**config.mk**
```make
export PLATFORM = sky130hd
export DESIGN_NAME = uart_rx_buffered_flat
export DESIGN_NICKNAME = d
export VERILOG_FILES = /design/src/rtl/uart_pkg.sv /design/src/rtl/uart_rx_buffered_if.sv /design/src/rtl/uart_sync_fifo.sv /design/src/rtl/uart_rx_buffered.sv /design/src/flat_wrapper.sv
export SDC_FILE = /design/constraint.sdc
export NUM_CORES = 1
export LEC_CHECK = 0
export CORE_ASPECT_RATIO = 1.1
export CORE_MARGIN = 5
export CORE_UTILIZATION = 55
export DETAILED_ROUTE_END_ITERATION = 6
export MAX_ROUTING_LAYER = met4
export PLACE_DENSITY = 0.73
export SLEW_MARGIN = 20
export SYNTH_ARGS = -nofsm -noshare
export SYNTH_HDL_FRONTEND = slang
export SYNTH_SLANG_ARGS = --single-unit
```
**constraint.sdc**
```tcl
create_clock -name SYS_CLK -period 3.05 [get_ports SYS_CLK]
set_input_delay 0.61 -clock SYS_CLK [delete_from_list [all_inputs] [get_ports SYS_CLK]]
set_output_delay 0.61 -clock SYS_CLK [all_outputs]
set_load 0.01 [all_outputs]
```
**src/rtl/uart_pkg.sv**
```systemverilog
// Shared UART definitions: FSM state encodings, clog2 helper and the baud divider macro.
// Used by uart_rx_buffered and intended for the future uart_tx_buffered.
`define UART_DIV(f, b, o) ((((f) / ((b) * (o))) < 1) ? 1 : ((f) / ((b) * (o))))

package uart_pkg;

  typedef enum logic [2:0] {
    ST_IDLE   = 3'd0,
    ST_START  = 3'd1,
    ST_DATA   = 3'd2,
    ST_PARITY = 3'd3,
    ST_STOP   = 3'd4,
    ST_BREAK  = 3'd5
  } uart_state_e;

  function automatic int unsigned clog2(input int unsigned value);
    int unsigned r;
    r = 0;
    while ((64'(1) << r) < 64'(value)) r++;
    return r;
  endfunction

endpackage

```
**src/rtl/uart_rx_buffered_if.sv**
```systemverilog
// Consumer-side read port of the buffered UART receiver.
interface uart_rx_buffered_if #(
  parameter int unsigned DATA_BITS = 8,
  parameter int unsigned AW        = 4
);
  logic                 RD_REQ;
  logic [DATA_BITS-1:0] D;
  logic                 RD_VALID;
  logic                 EMPTY_SIG;
  logic                 FULL_SIG;
  logic [AW:0]          LEVEL;

  modport master (output RD_REQ, input D, RD_VALID, EMPTY_SIG, FULL_SIG, LEVEL);
  modport slave  (input RD_REQ, output D, RD_VALID, EMPTY_SIG, FULL_SIG, LEVEL);
endinterface

```
**src/rtl/uart_sync_fifo.sv**
```systemverilog
// Single-clock FIFO with registered read data, one-cycle read-valid pulse and registered flags.
module uart_sync_fifo
  import uart_pkg::*;
#(
  parameter int unsigned WIDTH = 8,
  parameter int unsigned DEPTH = 16
) (
  input  logic                       clk,
  input  logic                       rst_n,
  input  logic                       push,
  input  logic [WIDTH-1:0]           wdata,
  input  logic                       pop,
  output logic [WIDTH-1:0]           q,
  output logic                       valid,
  output logic                       empty,
  output logic                       full,
  output logic [clog2(DEPTH):0]      level
);

  localparam int unsigned AW = clog2(DEPTH);

  logic [WIDTH-1:0] mem [DEPTH];
  logic [AW:0]      wptr, rptr, wptr_n, rptr_n;
  logic             push_ok_c, pop_ok_c;

  // A pop on empty is ignored; a push on full only lands if a pop frees the slot.
  always_comb begin
    pop_ok_c  = pop & ~empty;
    push_ok_c = push & (~full | pop_ok_c);
    wptr_n    = wptr + (AW+1)'(push_ok_c);
    rptr_n    = rptr + (AW+1)'(pop_ok_c);
  end

  always_ff @(posedge clk or negedge rst_n) begin
    if (!rst_n) begin
      wptr  <= '0;
      rptr  <= '0;
      empty <= 1'b1;
      full  <= 1'b0;
      level <= '0;
      q     <= '0;
      valid <= 1'b0;
    end else begin
      wptr  <= wptr_n;
      rptr  <= rptr_n;
      empty <= (wptr_n == rptr_n);
      full  <= (wptr_n[AW] != rptr_n[AW]) && (wptr_n[AW-1:0] == rptr_n[AW-1:0]);
      level <= wptr_n - rptr_n;
      valid <= pop_ok_c;
      if (pop_ok_c) q <= mem[rptr[AW-1:0]];
    end
  end

  always_ff @(posedge clk) begin
    if (push_ok_c) mem[wptr[AW-1:0]] <= wdata;
  end

endmodule

```
**src/rtl/uart_rx_buffered.sv**
```systemverilog
// Oversampling UART receiver feeding a synchronous receive FIFO, with sticky error flags.
// Optional parity checking is enabled by defining UART_RX_PARITY_EN.
module uart_rx_buffered
  import uart_pkg::*;
#(
  parameter int unsigned CLK_FREQ   = 50_000_000,
  parameter int unsigned BAUD       = 115200,
  parameter int unsigned OVERSAMPLE = 16,
  parameter int unsigned DATA_BITS  = 8,
  parameter int unsigned STOP_BITS  = 1,
  parameter int unsigned FIFO_DEPTH = 16
`ifdef UART_RX_PARITY_EN
  , parameter bit PARITY_ODD = 1'b0
`endif
) (
  input  logic SYS_CLK,
  input  logic RST_N,
  input  logic RX,
  input  logic CLR_ERR,
  output logic FRAME_ERR,
  output logic PAR_ERR,
  output logic OVERRUN,
  uart_rx_buffered_if.slave rd
);

  localparam int unsigned DIV = `UART_DIV(CLK_FREQ, BAUD, OVERSAMPLE);
  localparam int unsigned TW  = (DIV > 1) ? clog2(DIV) : 1;
  localparam int unsigned SW  = clog2(OVERSAMPLE);
  localparam int unsigned BW  = clog2(DATA_BITS);

  uart_state_e          state, state_nxt;
  logic                 rx_meta, rx_sync, rx_prev;
  logic [TW-1:0]        tick_cnt;
  logic [SW-1:0]        samp_cnt;
  logic [BW-1:0]        bit_cnt;
  logic [DATA_BITS-1:0] shreg;
  logic                 push_q;
  logic                 tick_c, mid_c, full_bit_c;
  logic                 restart_c, samp_clr_c, shift_c, bit_inc_c, bit_clr_c;
  logic                 push_c, frame_set_c;
`ifdef UART_RX_PARITY_EN
  logic                 par_bad, par_sample_c, par_mismatch_c;
`endif

  always_comb begin
    tick_c     = (tick_cnt == TW'(DIV - 1));
    mid_c      = tick_c && (samp_cnt == SW'(OVERSAMPLE/2 - 1));
    full_bit_c = tick_c && (samp_cnt == SW'(OVERSAMPLE - 1));
  end

  always_ff @(posedge SYS_CLK or negedge RST_N) begin
    if (!RST_N) state <= ST_IDLE;
    else        state <= state_nxt;
  end

  // Next-state and datapath strobes; stop sampling returns to IDLE at mid-stop.
  always_comb begin
    state_nxt   = state;
    restart_c   = 1'b0;
    samp_clr_c  = 1'b0;
    shift_c     = 1'b0;
    bit_inc_c   = 1'b0;
    bit_clr_c   = 1'b0;
    push_c      = 1'b0;
    frame_set_c = 1'b0;
`ifdef UART_RX_PARITY_EN
    par_sample_c = 1'b0;
`endif
    case (state)
      ST_IDLE: begin
        if (rx_prev && !rx_sync) begin
          restart_c = 1'b1;
          state_nxt = ST_START;
        end
      end
      ST_START: begin
        if (mid_c) begin
          samp_clr_c = 1'b1;
          bit_clr_c  = 1'b1;
          state_nxt  = rx_sync ? ST_IDLE : ST_DATA;
        end
      end
      ST_DATA: begin
        if (full_bit_c) begin
          samp_clr_c = 1'b1;
          shift_c    = 1'b1;
          if (bit_cnt == BW'(DATA_BITS - 1)) begin
            bit_clr_c = 1'b1;
`ifdef UART_RX_PARITY_EN
            state_nxt = ST_PARITY;
`else
            state_nxt = ST_STOP;
`endif
          end else begin
            bit_inc_c = 1'b1;
          end
        end
      end
`ifdef UART_RX_PARITY_EN
      ST_PARITY: begin
        if (full_bit_c) begin
          samp_clr_c   = 1'b1;
          par_sample_c = 1'b1;
          state_nxt    = ST_STOP;
        end
      end
`endif
      ST_STOP: begin
        if (full_bit_c) begin
          samp_clr_c = 1'b1;
          if (!rx_sync) begin
            frame_set_c = 1'b1;
            state_nxt   = ST_BREAK;
          end else if (bit_cnt == BW'(STOP_BITS - 1)) begin
`ifdef UART_RX_PARITY_EN
            push_c    = ~par_bad;
`else
            push_c    = 1'b1;
`endif
            state_nxt = ST_IDLE;
          end else begin
            bit_inc_c = 1'b1;
          end
        end
      end
      ST_BREAK: begin
        if (rx_sync) state_nxt = ST_IDLE;
      end
      default: state_nxt = ST_IDLE;
    endcase
  end

  always_ff @(posedge SYS_CLK or negedge RST_N) begin
    if (!RST_N) begin
      rx_meta   <= 1'b1;
      rx_sync   <= 1'b1;
      rx_prev   <= 1'b1;
      tick_cnt  <= '0;
      samp_cnt  <= '0;
      bit_cnt   <= '0;
      shreg     <= '0;
      push_q    <= 1'b0;
      FRAME_ERR <= 1'b0;
      OVERRUN   <= 1'b0;
    end else begin
      rx_meta  <= RX;
      rx_sync  <= rx_meta;
      rx_prev  <= rx_sync;
      tick_cnt <= (restart_c || tick_c) ? '0 : tick_cnt + TW'(1);
      if (restart_c || samp_clr_c) samp_cnt <= '0;
      else if (tick_c)             samp_cnt <= samp_cnt + SW'(1);
      if (bit_clr_c)      bit_cnt <= '0;
      else if (bit_inc_c) bit_cnt <= bit_cnt + BW'(1);
      if (shift_c) shreg <= {rx_sync, shreg[DATA_BITS-1:1]};
      push_q <= push_c;
      // Clear wins over a same-cycle set.
      if (CLR_ERR) begin
        FRAME_ERR <= 1'b0;
        OVERRUN   <= 1'b0;
      end else begin
        if (frame_set_c) FRAME_ERR <= 1'b1;
        if (push_q && rd.FULL_SIG && !rd.RD_REQ) OVERRUN <= 1'b1;
      end
    end
  end

`ifdef UART_RX_PARITY_EN
  always_comb par_mismatch_c = rx_sync ^ (^shreg) ^ PARITY_ODD;

  always_ff @(posedge SYS_CLK or negedge RST_N) begin
    if (!RST_N) begin
      par_bad <= 1'b0;
      PAR_ERR <= 1'b0;
    end else begin
      if (restart_c)         par_bad <= 1'b0;
      else if (par_sample_c) par_bad <= par_mismatch_c;
      if (CLR_ERR)                              PAR_ERR <= 1'b0;
      else if (par_sample_c && par_mismatch_c) PAR_ERR <= 1'b1;
    end
  end
`else
  assign PAR_ERR = 1'b0;
`endif

  uart_sync_fifo #(
    .WIDTH (DATA_BITS),
    .DEPTH (FIFO_DEPTH)
  ) u_fifo (
    .clk   (SYS_CLK),
    .rst_n (RST_N),
    .push  (push_q),
    .wdata (shreg),
    .pop   (rd.RD_REQ),
    .q     (rd.D),
    .valid (rd.RD_VALID),
    .empty (rd.EMPTY_SIG),
    .full  (rd.FULL_SIG),
    .level (rd.LEVEL)
  );

endmodule
```
**src/flat_wrapper.sv**
```systemverilog
// flat-port wrapper written by rule: the top's interface ports become plain ports
module uart_rx_buffered_flat import uart_pkg::*;
#(
  parameter int unsigned CLK_FREQ   = 50_000_000,
  parameter int unsigned BAUD       = 115200,
  parameter int unsigned OVERSAMPLE = 16,
  parameter int unsigned DATA_BITS  = 8,
  parameter int unsigned STOP_BITS  = 1,
  parameter int unsigned FIFO_DEPTH = 16

)
  (SYS_CLK, RST_N, RX, CLR_ERR, FRAME_ERR, PAR_ERR, OVERRUN, rd_RD_REQ, rd_D, rd_RD_VALID, rd_EMPTY_SIG, rd_FULL_SIG, rd_LEVEL);
  uart_rx_buffered_if #(.DATA_BITS(DATA_BITS)) rd_i ();
  input  logic SYS_CLK;
  input  logic RST_N;
  input  logic RX;
  input  logic CLR_ERR;
  output logic FRAME_ERR;
  output logic PAR_ERR;
  output logic OVERRUN;
  input wire logic [$bits(rd_i.RD_REQ)-1:0] rd_RD_REQ;
  output wire logic [$bits(rd_i.D)-1:0] rd_D;
  output wire logic [$bits(rd_i.RD_VALID)-1:0] rd_RD_VALID;
  output wire logic [$bits(rd_i.EMPTY_SIG)-1:0] rd_EMPTY_SIG;
  output wire logic [$bits(rd_i.FULL_SIG)-1:0] rd_FULL_SIG;
  output wire logic [$bits(rd_i.LEVEL)-1:0] rd_LEVEL;
  assign rd_i.RD_REQ = rd_RD_REQ;
  assign rd_D = rd_i.D;
  assign rd_RD_VALID = rd_i.RD_VALID;
  assign rd_EMPTY_SIG = rd_i.EMPTY_SIG;
  assign rd_FULL_SIG = rd_i.FULL_SIG;
  assign rd_LEVEL = rd_i.LEVEL;
  uart_rx_buffered #(.CLK_FREQ(CLK_FREQ), .BAUD(BAUD), .OVERSAMPLE(OVERSAMPLE), .DATA_BITS(DATA_BITS), .STOP_BITS(STOP_BITS), .FIFO_DEPTH(FIFO_DEPTH)) u_core (.SYS_CLK(SYS_CLK), .RST_N(RST_N), .RX(RX), .CLR_ERR(CLR_ERR), .FRAME_ERR(FRAME_ERR), .PAR_ERR(PAR_ERR), .OVERRUN(OVERRUN), .rd(rd_i));
endmodule
```
==> metrics.md, run 1 <==
| Metric | Value |
|---|---|
| Outcome | complete, no violations |
| Pre-antenna DRT Iters | 5 |
| Fin cells | 686 |
| Critical path class | in -> reg |
| Sw frac | 26.2% |
| Iteration-0 DRC count of the detailed router | 304 |
| Inserted Diodes | 0 |
| Clk sinks | 183 |
| GPL Wtd Cong | 0.785 |
| Layout area overhead | 15.0% |
| Routed wire length | 13900 microns |
| Mapped cell area | 7480 sq um |
| Tcrit/Tclk final | 82.3% |
| DRC viols | 0 |
| Maximum number of pins on one net before global-route repair | 40 |
| Via Count | 3962 |
| Tot GR Track Use | 19.3% |
| Clock network fraction of total power | 34.2% |
| Met2 GRT Util | 31.4% |
| Worst slack, placed | 105 ps |
| Peak supply drop | 0.000570 V |
| Setup_tns | 0 ps |
| RSZ-0062 raised after global routing | false |
| Hold-fix buffers, CTS | 0 |
| Most numerous cell in the Yosys netlist | edfxtp_1 |
| Resized Gates After CTS | 0 |
| Crit path from | rd_RD_REQ |
| Share of layout cells above drive strength 1 | 19.3% |
| Power Dens Cells | 760 nW/um^2 |
| Switching power | 1710 uW |
| Clk root buf | clkbuf_16 |
| Post-synth top area share | 51.4% |
| Mean Syn Cell Area | 16.8 sq um |
| Final count of hold timing violations | 0 |
| H-tree levels | 4 |
| First-pass GRT wire length | 22500 microns |
| Final WS setup | 541 ps |
| Crit Path Max Fanout | 3 |
| CTS Buffer Depth | 2 |
| FF+latch count, synth | 183 |
| CP Capture Type | flip-flop |
| Postcts setup bufs | 0 |
| Antenna violations before repair | 0 |
| Vias per cell | 5.78 |
| Routed len/inst | 20.2 microns |
| Met1 usage | 24.5% |
| CP Launch Type | input port |
| Max Freq | 399 MHz |
| Gate Count Post-Synth | 444 |
| Placed Cells | 654 |
| Sequential share of power | 45.4% |
| Antenna-violating nets left | 0 |
| HPWL after DPL | 8820 microns |
| Synthesized Nets | 465 |
| Fillers | 913 |
| Clock buffer count from CTS | 17 |
| Worst-Margin Slew | 873 ps |
| Slew Viols, Final | 0 |
| Comb pwr share | 20.4% |
| Number of global-route vias before repair | 4113 |
| Synth top area cells | edfxtp_1 51%, dfrtp_1 17%, mux4_2 5.7% |
| Setup Skew | 7.50 ps |
| Synth area leader | edfxtp_1 |
| Synth unique cells | 51 |
| Register area share after synthesis | 69.9% |
| Die X | 121 microns |
| Port bufs | 22 |
| Asr flop ratio synth | 30.1% |
| Total gr overflow | 0 |
| Leak | 0.00351 uW |
| Worst EP required | 3390 ps |
| Yosys warning total | 0 |
| Final net count | 510 |
| Worst hold slack | 306 ps |
| Die ar. | 16000 sq um |
| Hold Path Class | in -> async |
| Cell Int Power | 4820 uW |
| FF-to-FF Start | u_core.u_fifo.empty$_DFF_PN1_ |
| CTS clk-pin slew, worst paths | 60 ps |
| GR Util met3 | 3.91% |
| Io pins | 24 |
| CTS tree | done |
| Core Area | 13300 sq um |
| Cell Rows | 44 |
| # setup viols final | 0 |
| Top_reg_cell synth | edfxtp_1 |
| Slew headroom | 41.8% |
| Die height | 132 microns |
| Gr busiest metal | met2 |
| Min cycle time layout | 2510 ps |
| Most common library cells after synthesis | 128 x edfxtp_1, 51 x dfrtp_1, 26 x nor2_1 |
| WP data arrival | 2850 ps |
| Clock Latency Late Sink | 420 ps |
| Max-cap violations | 0 |
| Starting Density | 56.3% |
| Post-synth EDFFs | 128 |
stage by stage:
step	utilization, %	instance area, sq um	total power [uW]
after floorplan	-	7480	3940
after global placement	60.2	7980	4330
after detailed placement	60.2	7980	4370
after CTS	64.8	8600	6590
after global routing	64.8	8600	6850
final	64.8	8600	6530
registers in the layout, indices dropped and copies added, names as in the netlist:
register             flops
u_core.u_fifo.empty      1
u_core.OVERRUN           1
u_core.u_fifo.level      5
u_core.u_fifo.rptr       5
u_core.samp_cnt          4
u_core.rx_sync           1
u_core.tick_cnt          5
u_core.shreg             8
u_core.FRAME_ERR         1
u_core.rx_meta           1
u_core.push_q            1
u_core.u_fifo.wptr       5
u_core.u_fifo.mem      128
u_core.state             3
u_core.u_fifo.full       1
u_core.bit_cnt           3
u_core.u_fifo.q          8
u_core.u_fifo.valid      1
u_core.rx_prev           1
area by class of cell:
cell class	count	area [sq um]	share of cell area [%]
Clock inverter	11	145	1.69
Sequential cell	183	5230	60.8
Timing Repair Buffer	45	388	4.51
Multi-Input combinational cell	223	2070	24.0
Tap cell	184	230	2.68
Inverter	19	71.3	0.830
Clock buffer	21	470	5.47
worst paths after layout:
kind / endpoint / slack, ps / cells after the start
max: u_core.u_fifo.level[4]$_DFF_PN0_ / 540 / 11
min: u_core.u_fifo.rptr[0]$_DFF_PN0_ / 310 / 1
max reg2reg: u_core.u_fifo.level[4]$_DFF_PN0_ / 610 / 10
min reg2reg: u_core.rx_sync$_DFF_PN1_ / 360 / 0
max in group asynchronous: u_core.shreg[3]$_DFFE_PN0P_ / 1980 / 2
min in group SYS_CLK: u_core.rx_sync$_DFF_PN1_ / 360 / 0
worst max-delay path, cell delays in order:
cell and delay, ps:
clkdlybuf4s50_1 430, nand2b_1 140, nand2_1 70, nand2_1 80, inv_1 50, ha_1 170
ha_1 340, fa_1 480, a21o_1 170, a21oi_1 160, xnor2_1 130
per-layer routing:
layer  part of all wire, %  up-vias
li1                      -     1799
met1                    42     2042
met2                    52      100
met3                   4.5       21
met4                   1.9        0
met5                     0        -
power groups by stage:
stage,logic (uW),clock network (uW),registers (uW)
finish,1330,2230,2960
global route,1470,2390,2990
CTS,1360,2270,2970
detailed placement,1360,0,3010
global placement,1320,0,3000
floorplan,913,0,3030
cells in the final DEF (no fill, tap or decap), drive strengths merged, types with 2 or more instances in the layout:
cell,instances
inv,20
xnor2,8
nor4,5
or2,2
ha,15
o22ai,10
nor2b,2
a31oi,3
clkinv,4
nand3,13
edfxtp,128
clkbuf,21
clkdlybuf4s50,21
nor3b,2
nand2b,7
mux2,14
mux4,28
o211ai,2
nand3b,2
o221ai,2
o21ai,8
nor2,26
a21oi,16
buf,24
clkinvlp,3
mux2i,16
dfstp,4
nor4b,2
dfrtp,51
bufinv,3
xor2,9
nand2,11
nand4,2
nor3,3
a21o,2
cell families after synthesis:
| family | after synthesis | synth area share, % |
|---|---|---|
| DFF | 183 | 69.9 |
| other | 1 | 0.0502 |
| AOI/OAI and AO/OA | 48 | 3.92 |
| xor gates and xnor gates | 17 | 1.99 |
| muxes | 58 | 13.1 |
| adders and majority gates | 16 | 2.78 |
| and+or+nand+nor | 83 | 5.76 |
| buffers and inverters | 38 | 2.48 |
No activity file was read; power rests on OpenSTA's default activity.
==> inputs of run 2 (changes only) <==
clock period = 2.4 ns   (was 3.05 ns; I/O delays follow)
==> metrics.md, run 2 (synthesized netlist as in run 1, its figures left out) <==
| Metric | Value |
|---|---|
| H-tree levels | 4 (unchanged) |
| Power Dens Cells | 966 nW/um^2 (+27%) |
| HPWL after DPL | 9280 microns (+5.2%) |
| Core Area | 13300 sq um (unchanged) |
| Clk root buf | clkbuf_16 |
| CTS tree | done |
| First-pass GRT wire length | 22800 microns (+1.4%) |
| Die X | 121 microns (unchanged) |
| Final WS setup | 111 ps (-430 ps) |
| Cell Rows | 44 (unchanged) |
| Routed wire length | 14200 microns (+2.3%) |
| Pre-antenna DRT Iters | 5 (unchanged) |
| Max-cap violations | 0 (unchanged) |
| Worst hold slack | 63.8 ps (-242 ps) |
| Antenna-violating nets left | 0 (unchanged) |
| Antenna violations before repair | 0 (unchanged) |
| Clock buffer count from CTS | 17 (unchanged) |
| Vias per cell | 5.71 (-1.1%) |
| Total gr overflow | 0 (unchanged) |
| Most frequent cells in the layout | 128 x edfxtp_1, 50 x dfrtp_1, 34 x buf_4, 26 x nor2_1, 21 x clkdlybuf4s50_1 |
| Fillers | 892 (-2.3%) |
| CP Launch Type | input port |
| Leak | 0.00357 uW (+1.5%) |
| Clk sinks | 183 (unchanged) |
| Final count of hold timing violations | 0 (unchanged) |
| Final net count | 522 (+2.4%) |
| Worst-Margin Slew | 660 ps (-212 ps) |
| # setup viols final | 0 (unchanged) |
| GPL Wtd Cong | 0.815 (+3.8%) |
| Worst slack, placed | -369 ps (-473 ps) |
| Peak supply drop | 0.000717 V (+26%) |
| Share of layout cells above drive strength 1 | 21.8% (+2.5 points) |
| Iteration-0 DRC count of the detailed router | 283 (-6.9%) |
| Critical path class | in -> reg |
| Commonest non-fill, non-tap cell in the layout | edfxtp_1 |
| Min cycle time layout | 2290 ps |
| Slew Viols, Final | 0 (unchanged) |
| Routed len/inst | 20.3 microns (+0.57%) |
| CP Capture Type | flip-flop |
| CTS clk-pin slew, worst paths | 60 ps (about the same) |
| Die ar. | 16000 sq um (unchanged) |
| Tcrit/Tclk final | 95.4% |
| DRC viols | 0 (unchanged) |
| Clock Latency Late Sink | 430 ps (about the same) |
| WP data arrival | 2640 ps (-210 ps) |
| Io pins | 24 (unchanged) |
| Hold Path Class | in -> async |
| Crit Path Max Fanout | 3 (unchanged) |
| Number of flip-flops in the largest register | 128 (unchanged) |
| Starting Density | 56.3% (unchanged) |
| Die height | 132 microns (unchanged) |
| Via Count | 3988 (+0.66%) |
| Port bufs | 22 (unchanged) |
| Slew headroom | 55.4% (+14 points) |
| Max Freq | 437 MHz |
| Worst EP required | 2750 ps (-640 ps) |
| Tot GR Track Use | 19.7% (+0.39 points) |
| RSZ-0062 raised after global routing | false |
| Layout area overhead | 16.6% |
| Setup Skew | 8.05 ps (+0.546 ps) |
| Maximum number of pins on one net before global-route repair | 33 (-18%) |
| Number of global-route vias before repair | 4233 (+2.9%) |
| Outcome | complete, no violations |
| CTS Buffer Depth | 2 (unchanged) |
| Inserted Diodes | 0 (unchanged) |
[run 2: changes by cell type in the layout (fill, tap and decap cells not counted), sizes merged]
cell / change
buf: +12
clkinvlp: -2
inv: +2
[run 2: cell type report]
| class | instances | area, sq um | area share (%) |
|---|---|---|---|
| clock buffers | 21 | 450 | 5.17 |
| multi-input cells | 223 | 2100 | 24.1 |
| well taps | 184 | 230 | 2.64 |
| clock inverters | 11 | 146 | 1.68 |
| repair buffers | 57 | 490 | 5.63 |
| flip-flops and latches | 183 | 5230 | 60.0 |
| inverters | 19 | 71.3 | 0.818 |
[run 2: power by group]
group,internal [uW],switching [uW]
registers,3600,177
logic,924,939
clock network,1670,1120
[run 2: layer usage]
| metal | share of wire [%] | GRT usage [%] | vias up |
|---|---|---|---|
| met1 | 41 | 24.6 | 2015 |
| met3 | 4.9 | 4.51 | 25 |
| li1 | - | - | 1828 |
| met2 | 52 | 31.4 | 120 |
| met5 | 0 | - | - |
| met4 | 2.6 | 8.03 | 0 |
[run 2: final timing paths]
| kind | endpoint | cells past startpoint | slack [ps] | start |
|---|---|---|---|---|
| min in group SYS_CLK | u_core.rx_sync$_DFF_PN1_ | 0 | 360 | u_core.rx_meta$_DFF_PN1_ |
| worst max-delay path | u_core.u_fifo.level[4]$_DFF_PN0_ | 12 | 110 | rd_RD_REQ |
| max in group asynchronous | u_core.rx_meta$_DFF_PN1_ | 2 | 1640 | RST_N |
| worst min register to register | u_core.rx_sync$_DFF_PN1_ | 0 | 360 | u_core.rx_meta$_DFF_PN1_ |
| worst max register to register | u_core.u_fifo.level[4]$_DFF_PN0_ | 10 | 110 | u_core.u_fifo.empty$_DFF_PN1_ |
| worst min-delay path | u_core.u_fifo.q[2]$_DFFE_PN0P_ | 1 | 60 | RST_N |
[run 2: worst max-delay path, stage by stage]
cell             delay, ps
clkdlybuf4s50_1        530
nand2b_4                70
buf_4                  130
inv_2                   50
ha_1                   160
ha_2                   210
xor2_2                 160
inv_1                   60
ha_1                   310
a21o_1                 180
a21oi_1                160
xnor2_1                130
[run 2: timing repair]
item,4_1_cts,5_1_grt
hold buffers,0,0
endpoints found under the setup margin,0,1
resized for setup,0,4
setup buffers,0,1
[run 2: stage by stage]
stage	area [sq um]	std cells	power [uW]	util, %	TNS, ps
3_5_place_dp	8090	665	5710	60.9	-1450
5_1_grt	8720	698	8830	65.7	0
2_1_floorplan	7490	444	5010	-	0
6_report	8720	698	8420	65.7	0
4_1_cts	8680	697	8500	65.4	0
3_3_place_gp	8090	665	5640	60.9	-1040
